<file path="config.mk">
export PLATFORM = sky130hd
export DESIGN_NAME = obj_dma_ctrl
export DESIGN_NICKNAME = d
export VERILOG_FILES = /design/src/rtl/obj_dma_pkg.sv /design/src/rtl/obj_dma_tick_edge.sv /design/src/rtl/obj_dma_ctrl.sv
export SDC_FILE = /design/constraint.sdc
export NUM_CORES = 1
export LEC_CHECK = 0
export CORE_AREA = 5 5 84 66
export DETAILED_ROUTE_END_ITERATION = 10
export DIE_AREA = 0 0 89 71
export GPL_TIMING_DRIVEN = 0
export PLACE_DENSITY_LB_ADDON = 0.1
export RECOVER_POWER = 50
export SYNTH_ARGS = -nofsm -noshare
export SYNTH_HDL_FRONTEND = slang
export SYNTH_HIERARCHICAL = 1
export SYNTH_SLANG_ARGS = --single-unit
</file>
<file path="constraint.sdc">
create_clock -name i_EMU_MCLK -period 2.63 [get_ports i_EMU_MCLK]
set_input_delay 0.789 -clock i_EMU_MCLK [delete_from_list [all_inputs] [get_ports i_EMU_MCLK]]
set_output_delay 0.789 -clock i_EMU_MCLK [all_outputs]
set_load 0.02 [all_outputs]
</file>
<file path="src/rtl/obj_dma_pkg.sv">
// Shared definitions for the object-attribute DMA controller.
//   - FSM state encodings
//   - default AW/DW/ENTRIES
//   - DMA window line numbers and ticks per line of the video timing generator
package obj_dma_pkg;

  localparam int unsigned DefAw      = 10;
  localparam int unsigned DefDw      = 16;
  localparam int unsigned DefEntries = 1024;

  // Vertical DMA window supplied by the timing generator (active-low on these lines).
  localparam int unsigned DmaLineStart = 479;
  localparam int unsigned DmaLineEnd   = 494;
  localparam int unsigned TicksPerLine = 384;

  localparam logic [2:0] StIdle  = 3'd0;
  localparam logic [2:0] StReq   = 3'd1;
  localparam logic [2:0] StCopy  = 3'd2;
  localparam logic [2:0] StDrain = 3'd3;
  localparam logic [2:0] StDone  = 3'd4;

endpackage

</file>
<file path="src/rtl/obj_dma_tick_edge.sv">
// Tick-qualified sampler and falling-edge detector for the active-low DMA window.
// Ports:
//   clk    master clock
//   rst_n  asynchronous active-low reset
//   tick   pixel-clock enable (active high here)
//   sig_n  active-low DMA window input
//   fall   high on a tick where sig_n is low and the previous tick's sample was high
module obj_dma_tick_edge (
  input  logic clk,
  input  logic rst_n,
  input  logic tick,
  input  logic sig_n,
  output logic fall
);

  logic prev_q;
  logic armed_q;

  // armed_q blocks the first tick after reset: a window that is already low when
  // reset is released must not look like a fresh falling edge.
  always_ff @(posedge clk or negedge rst_n) begin
    if (!rst_n) begin
      prev_q  <= 1'b1;
      armed_q <= 1'b0;
    end else if (tick) begin
      prev_q  <= sig_n;
      armed_q <= 1'b1;
    end
  end

  assign fall = tick & armed_q & prev_q & ~sig_n;

endmodule

</file>
<file path="src/rtl/obj_dma_ctrl.sv">
// Object-attribute DMA controller. Once per DMA window it requests the CPU bus, copies
// ENTRIES words from object RAM into the hidden bank of a double-buffered sprite shadow
// RAM, then flips the bank the sprite engine reads. Everything advances on pixel ticks.
// Ports:
//   i_EMU_MCLK, i_MRST_n     clock, asynchronous active-low reset
//   i_EMU_CLK6MPCEN_n        pixel enable (tick when low)
//   i_DMA_n, i_BG_n, o_BR_n  DMA window, bus grant, bus request (all active low)
//   o_SRC_ADDR, o_SRC_RD_n, i_SRC_DATA   object RAM read port
//   o_DST_ADDR, o_DST_DATA, o_DST_WR_n   shadow RAM write port, addr = {bank, word}
//   o_BANK, o_BUSY, o_ERR    displayed bank, copy in progress, last copy failed
module obj_dma_ctrl
  import obj_dma_pkg::*;
#(
  parameter int unsigned AW      = DefAw,
  parameter int unsigned DW      = DefDw,
  parameter int unsigned ENTRIES = DefEntries
) (
  input  logic          i_EMU_MCLK,
  input  logic          i_MRST_n,
  input  logic          i_EMU_CLK6MPCEN_n,
  input  logic          i_DMA_n,
  input  logic          i_BG_n,
  output logic          o_BR_n,
  output logic [AW-1:0] o_SRC_ADDR,
  output logic          o_SRC_RD_n,
  input  logic [DW-1:0] i_SRC_DATA,
  output logic [AW:0]   o_DST_ADDR,
  output logic [DW-1:0] o_DST_DATA,
  output logic          o_DST_WR_n,
  output logic          o_BANK,
  output logic          o_BUSY,
  output logic          o_ERR
);

  localparam logic [AW-1:0] LastWord   = AW'(ENTRIES - 1);
  localparam logic [AW-1:0] PenultWord = AW'((ENTRIES >= 2) ? ENTRIES - 2 : 0);
  localparam logic          SingleWord = (ENTRIES == 1);

  logic          tick;
  logic          dma_fall;

  logic [2:0]    state_q, state_d;
  logic          br_n_q, br_n_d;
  logic          rd_n_q, rd_n_d;
  logic          wr_n_q, wr_n_d;
  logic [AW-1:0] src_addr_q, src_addr_d;
  logic [AW:0]   dst_addr_q, dst_addr_d;
  logic [DW-1:0] dst_data_q, dst_data_d;
  logic          bank_q, bank_d;
  logic          err_q, err_d;

  assign tick = ~i_EMU_CLK6MPCEN_n;

  obj_dma_tick_edge u_dma_edge (
    .clk   (i_EMU_MCLK),
    .rst_n (i_MRST_n),
    .tick  (tick),
    .sig_n (i_DMA_n),
    .fall  (dma_fall)
  );

  always_comb begin
    state_d    = state_q;
    br_n_d     = br_n_q;
    rd_n_d     = rd_n_q;
    wr_n_d     = wr_n_q;
    src_addr_d = src_addr_q;
    dst_addr_d = dst_addr_q;
    dst_data_d = dst_data_q;
    bank_d     = bank_q;
    err_d      = err_q;

    case (state_q)
      StIdle: begin
        if (dma_fall) begin
          state_d = StReq;
          br_n_d  = 1'b0;
        end
      end

      StReq: begin
        if (i_DMA_n) begin
          state_d = StIdle;
          br_n_d  = 1'b1;
          err_d   = 1'b1;
        end else if (!i_BG_n) begin
          // Grant tick issues the first read.
          state_d    = StCopy;
          src_addr_d = '0;
          rd_n_d     = 1'b0;
        end
      end

      StCopy, StDrain: begin
        if (i_DMA_n || i_BG_n) begin
          // Abort: the bank is not flipped, so any partial data stays hidden.
          state_d = StIdle;
          br_n_d  = 1'b1;
          rd_n_d  = 1'b1;
          wr_n_d  = 1'b1;
          err_d   = 1'b1;
        end else if (state_q == StCopy) begin
          // A read is always outstanding in COPY, so every tick writes the previous word.
          wr_n_d     = 1'b0;
          dst_addr_d = {~bank_q, src_addr_q};
          dst_data_d = i_SRC_DATA;
          if (src_addr_q != LastWord) begin
            src_addr_d = src_addr_q + AW'(1);
          end
          if (SingleWord || src_addr_q == PenultWord) begin
            rd_n_d  = 1'b1;
            state_d = StDrain;
          end
        end else if (!wr_n_q && dst_addr_q[AW-1:0] == LastWord) begin
          // Last word has been written: release the bus and show the new bank.
          state_d = StDone;
          wr_n_d  = 1'b1;
          br_n_d  = 1'b1;
          bank_d  = ~bank_q;
          err_d   = 1'b0;
        end else begin
          wr_n_d     = 1'b0;
          dst_addr_d = {~bank_q, src_addr_q};
          dst_data_d = i_SRC_DATA;
        end
      end

      StDone: begin
        if (i_DMA_n) begin
          state_d = StIdle;
        end
      end

      default: state_d = StIdle;
    endcase
  end

  always_ff @(posedge i_EMU_MCLK or negedge i_MRST_n) begin
    if (!i_MRST_n) begin
      state_q    <= StIdle;
      br_n_q     <= 1'b1;
      rd_n_q     <= 1'b1;
      wr_n_q     <= 1'b1;
      src_addr_q <= '0;
      dst_addr_q <= '0;
      dst_data_q <= '0;
      bank_q     <= 1'b0;
      err_q      <= 1'b0;
    end else if (tick) begin
      state_q    <= state_d;
      br_n_q     <= br_n_d;
      rd_n_q     <= rd_n_d;
      wr_n_q     <= wr_n_d;
      src_addr_q <= src_addr_d;
      dst_addr_q <= dst_addr_d;
      dst_data_q <= dst_data_d;
      bank_q     <= bank_d;
      err_q      <= err_d;
    end
  end

  assign o_BR_n     = br_n_q;
  assign o_SRC_ADDR = src_addr_q;
  assign o_SRC_RD_n = rd_n_q;
  assign o_DST_ADDR = dst_addr_q;
  assign o_DST_DATA = dst_data_q;
  assign o_DST_WR_n = wr_n_q;
  assign o_BANK     = bank_q;
  assign o_ERR      = err_q;
  assign o_BUSY     = (state_q == StReq) || (state_q == StCopy) || (state_q == StDrain);

endmodule

</file>
======== Yosys cells after proc, flatten, opt, wreduce, memory -nomap -nowiden ========
Cells that the tools add are included.
Widths: inputs -> output; s select.
storage, ports and cells
  bits in registers ....................... 47
  latch bits .............................. 0
  memory bits (writable) .................. 0
  bits in read-only memories .............. 0
  bits of input ports ..................... 21
  output and inout port bits .............. 43
  logic and storage cells ................. 98
  memories kept ........................... 0
cells by class
  add/sub/neg operators ................... 1
  multiply operators ...................... 0
  div/mod/pow operators ................... 0
  $lt $le $gt $ge ......................... 0
  equal/unequal tests ..................... 23
  shift operators ......................... 0
  multiplexer cells ....................... 38
  bitwise gates (word level) .............. 8
  reduce and logical (&&, ||, !) cells .... 17
operators with widths
  operator               number
  $mux 10                5
  $mux 16                2
  $mux 3                 8
  $mux 11                2
  $eq 10x10->1 const B   2
  $pmux 10 s2            1
  $ne 2x2->1 const B     9
  $reduce_and 6->1       3
  $mux 1                 16
  $ne 3x3->1 const B     5
  $pmux 3 s4             1
  $add 10x1->10 const B  1
  $ne 10x10->1 const B   1
  $reduce_and 5->1       2
  $ne 4x4->1 const B     2
  $reduce_and 7->1       1
  $eq 3x2->1 const B     2
  $not 1->1              5
  $pmux 1 s2             2
  $reduce_and 4->1       1
  $and 1x1->1            3
  $eq 3x1->1 const B     1
  $eq 3x3->1 const B     1
  $logic_not 3->1        1
  other kinds (8)        10

======== Longest topological paths before layout ========
Gate-level depths: netlist of the first run.
  word-level depth ........................ 6
  depth in mapped cells ................... 6
  mapped depth without buffers ............ 5

======== Cells and area by module ========
The synthesis of the first run kept the hierarchy.
by module, submodules not included
  module             instances  cells each  area an instance (um2)  seq. area each (um2)
  obj_dma_ctrl       1          186         2188.3                  1129.8
  obj_dma_tick_edge  1          5           83.8                    51.3

======== Least setup slack after synthesis of the first run ========
Ideal clock, no wire load.
  kind .................................... input-to-reg
  start ................................... in i_DMA_n
  end ..................................... reg dst_data_q[0], in the netlist o_DST_DATA[0]
  setup time .............................. 125 ps
  arrival ................................. 1898 ps
  required time ........................... 2505 ps
  setup slack ............................. 607 ps
  cell stages on the path ................. 5
  buffers on the path ..................... 1
  cells stage by stage .................... nor3_4 > nand2_2 > a21oi_4 > buf_6 > mux2_2
on the way
  longest elaborated chain between the ends .. 3
ends and longest elaborated chain
  element                     RTL line             source
  start, declared             obj_dma_ctrl.sv:21   input logic i_DMA_n,
  $logic_or 1x1->1            obj_dma_ctrl.sv:95   if (i_DMA_n || i_BG_n) begin
  $not 1->1 (no line)         -
  $reduce_and 4->1 (no line)  -
  end signal, assigned        obj_dma_ctrl.sv:156  dst_data_q <= dst_data_d;
  end, declared               obj_dma_ctrl.sv:48   logic [DW-1:0] dst_data_q, dst_data_d;
Every way passes these cells.
A chain may end at the register's enable or synchronous reset.

======== Final worst setup path of the first run ========
  start ................................... in i_DMA_n
  end ..................................... reg dst_addr_q[2], in the netlist o_DST_ADDR[2]
on the way
  longest elaborated chain between the ends .. 3
ends and longest elaborated chain
  element                     RTL line             source
  $logic_or 1x1->1            obj_dma_ctrl.sv:95
  $not 1->1 (no line)         -
  $reduce_and 4->1 (no line)  -
  end signal, assigned        obj_dma_ctrl.sv:155  dst_addr_q <= dst_addr_d;
  end, declared               obj_dma_ctrl.sv:47   logic [AW:0] dst_addr_q, dst_addr_d;
Every way passes these cells.

==> results of run 1 <==
-- per-layer routing --
layer,up-vias,routed length (um)
met1,847,2317
met3,5,566
li1,847,-
met5,-,0
met2,59,2099
met4,0,40
-- cells in the final DEF (no fill, tap or decap), types with 5 or more instances in the layout --
master / instances
clkdlybuf4s50_1: 43
dfrtp_1: 43
mux2_2: 24
dlygate4sd3_1: 19
nand2_1: 16
nor2_1: 9
mux2i_1: 6
o21ai_0: 6
nand3_1: 5
nand4_1: 5
clkbuf_8: 5
-- power breakdown --
| group | internal (mW) | total, mW | switching (mW) |
|---|---|---|---|
| Clock | 0.186 | 0.418 | 0.232 |
| Combinational | 0.505 | 1.02 | 0.517 |
| Sequential | 0.920 | 1.04 | 0.118 |
-- kinds of logic after synthesis --
group,after synthesis,synth area share
simple gates,70,0.1872
flops,47,0.5198
mux,33,0.1619
compound gates,29,0.09362
buf+inv,9,0.02257
fa+ha+maj,2,0.01101
xor+xnor,1,0.003855
-- flip-flops by register name (all words and copies together), names as in the netlist --
signal              count
o_BANK                  1
o_BR_n                  1
o_DST_ADDR             11
o_DST_DATA             16
o_DST_WR_n              1
o_ERR                   1
o_SRC_ADDR             10
o_SRC_RD_n              1
state_q                 3
u_dma_edge/armed_q      1
u_dma_edge/prev_q       1
-- worst max-delay path: stages --
cell and delay [ns]:
clkdlybuf4s50_1 0.59, nor3_4 0.38, nand2_2 0.15, a21oi_4 0.24
buf_6 0.18, mux2_2 0.35
-- path summary, 6_finish.rpt --
check | to | slack (ns)
min reg2reg | o_DST_WR_n | 0.47
max reg2reg | o_DST_ADDR[2] | 0.72
max in group asynchronous | o_DST_ADDR[8] | 0.89
max | o_DST_ADDR[2] | 0.13
min in group i_EMU_MCLK | o_DST_WR_n | 0.47
min | o_DST_DATA[0] | 0.47
-- per-stage QoR --
step / util / TNS, ns / setup WS, ns / hold slack [ns] / cells
finish: 0.6528 / 0 / 0.1308 / 0.4713 / 324
global route: 0.6528 / 0 / 0.001444 / 0.4932 / 324
CTS: 0.6571 / 0 / 0.05472 / 0.3701 / 325
detailed placement: 0.6358 / -7.398 / -0.3371 / 0.4581 / 315
global placement: 0.6326 / -32.50 / -0.5886 / 0.4549 / 314
floorplan: - / 0 / 0.6073 / 0.4313 / 191
-- cell type report --
| cell class | count | area [um2] |
|---|---|---|
| fill | 385 | 1634 |
| sequential | 47 | 1181 |
| multi-input combinational | 135 | 1040 |
| timing repair buffer | 66 | 644.4 |
| tap | 60 | 75.07 |
| clock buffer | 6 | 72.57 |
| buffer | 4 | 32.53 |
| inverter | 4 | 15.01 |
| clock inverter | 2 | 12.51 |
-- repair_timing --
item                       in CTS  in global routing
setup buffers                   2                  0
setup endpoints to repair       7                  1
pin swaps                       1                  0
==> reports/qor.yml, run 1 <==
job:
  maxCapViolCount: 0
cts:
  cts_resized: 0
  cts.sinks: 47
  hold_buffers: 0
  clock_latency_ns: 0.29
  cts_buffer_depth: 2
  cts_tree: "done"
  numCtsBuffers: 5
  clkTransAtPathRegs_ns: 0.09
  cts_max_level: 2
  cts_root_buf: "clkbuf_8"
setup_path:
  critPathArrivalTime_ns: 2.68
  required_ns: 2.81
  r2r-start: "state_q[0]"
  crit_fanout: 10
  r2r_cells: 6
  start_kind: "input port"
  cp-end-kind: "flip-flop"
  crit_type: "input port to flip-flop"
  startpoint: "i_DMA_n"
timing:
  period_share: 0.9503
  maxSlewHeadroom: 0.4214
  setup_viol: 0
  rsz0062_at_grt: "false"
  period_needed_ns: 2.499
  clock.fmax_mhz: 400.1
  skew_ns: 0.005598
  slew_violations: 0
  tightestPinTransition_ns: 0.8679
  hold_viol: 0
synthesis:
  synth_flop_cell: "dfrtp_1"
  syn_nets: 214
  synth.area.top_cells: "dfrtp_1 (47%), mux2_2 (12%), dfstp_2 (4.6%)"
  yosys-top-cells-count: "dfrtp_1 (43), mux2_2 (24), nand2_1 (16)"
  yosysWarnings: 6
  synthArstFlopShare: 1.000
  post-synth-top-area-cell: "dfrtp_1"
  seq_area_frac_synth: 0.5198
  synth_cell_types: 52
  synth_seq_cells: 47
  syn_area_per_cell_um2: 11.90
  synth_top_area_share: 0.4736
  netlist_instances: 191
  synth_edf_count: 0
  yosysMostFrequentCell: "dfrtp_1"
  synthesis.area_mm2: 0.002272
final_layout:
  antenna_cells: 0
  drive_gt1_frac: 0.1894
  area_growth_pct: 35.24
  fin_nets: 286
  design_area_mm2: 0.003073
die:
  core_mm2: 0.004707
  die_w_um: 89
  initial_core_util: 0.4827
  dieHeight_um: 71
  io_pins: 64
  die_area_mm2: 0.006319
  num_rows: 22
routing:
  remaining_drc_errors: 0
  drt-pass1-iter-count: 6
  ant_nets: 0
  drtIter0Drc: 86
  num_vias: 1758
  drt_wl_total_um: 5023
  routedWlPerCell_um: 15.50
  vias_per_cell: 5.426
run_status:
  status: "finished, final reports clean"
grt:
  grt.overflow.total: 0
  grt_pass1_vias: 1717
  grtUsageTotal: 0.1688
  grt-busiest-layer: "met2"
  met2_usage: 0.2364
  grt_max_degree: 37
  grt_pass1_wl_um: 8307
  antenna_found_initial: 0
  met1_usage: 0.2329
  grtUsageMet3: 0.08964
place:
  gp_congestion: 0.8348
  numPortBuffers: 63
  hpwl_um: 3835
  placed_cell_area_mm2: 0.002993
power:
  powerDensity_mw_per_mm2: 806.2
  peakVddDrop_uv: 494.2
  p_leak_nw: 1.328
  design_power_total_mw: 2.477
min_path:
  hold_class: "input port to asynchronous set/reset pin"
(Power assumes the default switching activity.)
==> run 2, diff against run 1 <==
--- a/config.mk
+++ b/config.mk
@@ -11,6 +11,7 @@
 export GPL_TIMING_DRIVEN = 0
 export PLACE_DENSITY_LB_ADDON = 0.1
 export RECOVER_POWER = 50
+export SLEW_MARGIN = 15
 export SYNTH_ARGS = -nofsm -noshare
 export SYNTH_HDL_FRONTEND = slang
 export SYNTH_HIERARCHICAL = 1
==> constraint.sdc (replaced) <==
create_clock -name i_EMU_MCLK -period 2.63 [get_ports i_EMU_MCLK]
set_input_delay 0.789 -clock i_EMU_MCLK [delete_from_list [all_inputs] [get_ports i_EMU_MCLK]]
set_output_delay 0.789 -clock i_EMU_MCLK [all_outputs]
set_load 0.05 [all_outputs]
==> run 2 against run 1 <==
Effect of this change:
- wire length decreased by 0.56%
- worst setup slack improved by 0.0090 ns
- largest power group is now combinational cells
- design area increased by 0.24%
- global-route usage about the same
- largest cell class unchanged
- utilization increased by 0.16 points
- highest routed layer unchanged
==> reports/qor.yml, run 2 (same netlist as run 1, synthesis figures left out) <==
run_status:
  status: "finished, final reports clean"
setup_path:
  cpPeakStageDelay_ns: 0.66
  r2r_slack_ns: 0.73
  crit_fanout: 5
  start_kind: "input port"
  cp-end-kind: "flip-flop"
  worstSetupPathDepth: 6
  critPathArrivalTime_ns: 2.67
  crit_type: "input port to flip-flop"
  startpoint: "i_EMU_CLK6MPCEN_n"
  r2r-start: "state_q[0]"
  required_ns: 2.81
  r2r_cells: 6
  cp_top_family: "buffers and inverters"
  critPathSlowestCell: "dlygate4sd3_1"
  cp_cell_sequence: "dlygate4sd3_1 > inv_1 > and4b_2 > o211ai_1 > a22oi_1 > a211o_1"
  path_buf_inv: 2
grt:
  grt-busiest-layer: "met2"
  grtUsageMet3: 0.09895
  grt_max_degree: 26
  met2_usage: 0.2331
  grt_pass1_vias: 1740
  grt.overflow.total: 0
  grtUsageTotal: 0.1689
  met1_usage: 0.2327
  antenna_found_initial: 0
  grt_pass1_wl_um: 8300
final_layout:
  design_area_mm2: 0.003080
  drive_gt1_frac: 0.1887
  area_growth_pct: 35.57
  largest_reg_flops: 16
  mostFrequentLayoutCell: "clkdlybuf4s50_1"
  fin_nets: 287
  fill_cells: 396
  final_cell_mix: "clkdlybuf4s50_1 (44), dfrtp_1 (43), mux2_2 (24), dlygate4sd3_1 (17), nand2_1 (16)"
  antenna_cells: 0
  fin_cells: 325
die:
  dieHeight_um: 71
  die_area_mm2: 0.006319
  num_rows: 22
  core_mm2: 0.004707
  initial_core_util: 0.4827
  io_pins: 64
  die_w_um: 89
min_path:
  hold_start: "u_dma_edge/armed_q"
  hold_class: "flip-flop to flip-flop"
  whs_path_depth: 1
routing:
  remaining_drc_errors: 0
  vias_per_cell: 5.483
  routedWlPerCell_um: 15.37
  num_vias: 1782
  ant_nets: 0
  drt-pass1-iter-count: 4
  drt_wl_total_um: 4995
  drtIter0Drc: 80
timing:
  clock.fmax_mhz: 401.6
  skew_ns: 0.01331
  hold_viol: 0
  holdWs_ns: 0.4807
  rsz0062_at_grt: "false"
  period_share: 0.9469
  maxSlewHeadroom: 0.1976
  slew_violations: 0
  period_needed_ns: 2.490
  tightestPinTransition_ns: 1.204
  setup_viol: 0
job:
  maxCapViolCount: 0
cts:
  cts_root_buf: "clkbuf_8"
  numCtsBuffers: 5
  cts_max_level: 2
  clock_latency_ns: 0.30
  cts.sinks: 47
  cts_tree: "done"
  cts_buffer_depth: 2
  hold_buffers: 0
  clkTransAtPathRegs_ns: 0.08
power:
  peakVddDrop_uv: 606.3
  p_leak_nw: 1.341
  powerDensity_mw_per_mm2: 943.2
place:
  placed_cell_area_mm2: 0.002993
  gp_congestion: 0.8348
  dpl.cell_count: 315
  numPortBuffers: 63
  hpwl_um: 3869
-- run 2: cell count changes in the layout (fill, tap and decap cells not counted) --
| cell | delta |
|---|---|
| clkinv_4 | +2 |
| clkbuf_1 | +1 |
| dlygate4sd2_1 | +1 |
| dlygate4sd3_1 | -2 |
| clkinvlp_4 | -1 |
| clkinv_2 | -1 |
| clkdlybuf4s50_1 | +1 |
-- run 2: path summary, 6_finish.rpt --
check / to
max: state_q[1]
min: u_dma_edge/armed_q
max reg2reg: o_DST_ADDR[7]
min reg2reg: u_dma_edge/armed_q
max in group asynchronous: o_DST_ADDR[7]
min in group asynchronous: o_DST_DATA[0]
-- run 2: stage by stage --
step | setup slack, ns | setup TNS [ns] | utilization | power (mW)
after detailed placement | -0.3235 | -7.313 | 0.6358 | 2.535
after floorplan | 0.5373 | 0 | - | 2.030
after CTS | 0.1430 | 0 | 0.6579 | 2.974
final | 0.1398 | 0 | 0.6544 | 2.905
after global placement | -0.5886 | -32.50 | 0.6326 | 2.513
after global routing | 0.01079 | 0 | 0.6544 | 3.083
-- run 2: layer usage --
layer  up-vias  routed length (um)
met5         -                   0
met4         0                  11
met3         2                 602
met2        56                2117
met1       875                2264
li1        849                   -
-- run 2: final cells by class --
| class | instances | area [um2] | area share |
|---|---|---|---|
| flip-flops and latches | 47 | 1181 | 0.3834 |
| multi-input cells | 135 | 1040 | 0.3375 |
| repair buffers | 66 | 643.1 | 0.2088 |
| well taps | 60 | 75.07 | 0.02437 |
| clock buffers | 6 | 72.57 | 0.02356 |
| plain buffers | 5 | 36.28 | 0.01178 |
| clock inverters | 2 | 17.52 | 0.005686 |
| inverters | 4 | 15.01 | 0.004874 |
-- run 2: report_power, final --
part,internal [mW],switching [mW]
clock,0.191,0.244
combinational,0.506,0.941
sequential,0.920,0.104
-- run 2: timing repair --
| item | in CTS | in global routing |
|---|---|---|
| gates resized for setup | 1 | 0 |
| setup buffers | 2 | 0 |
| endpoints found under the setup margin | 2 | 0 |
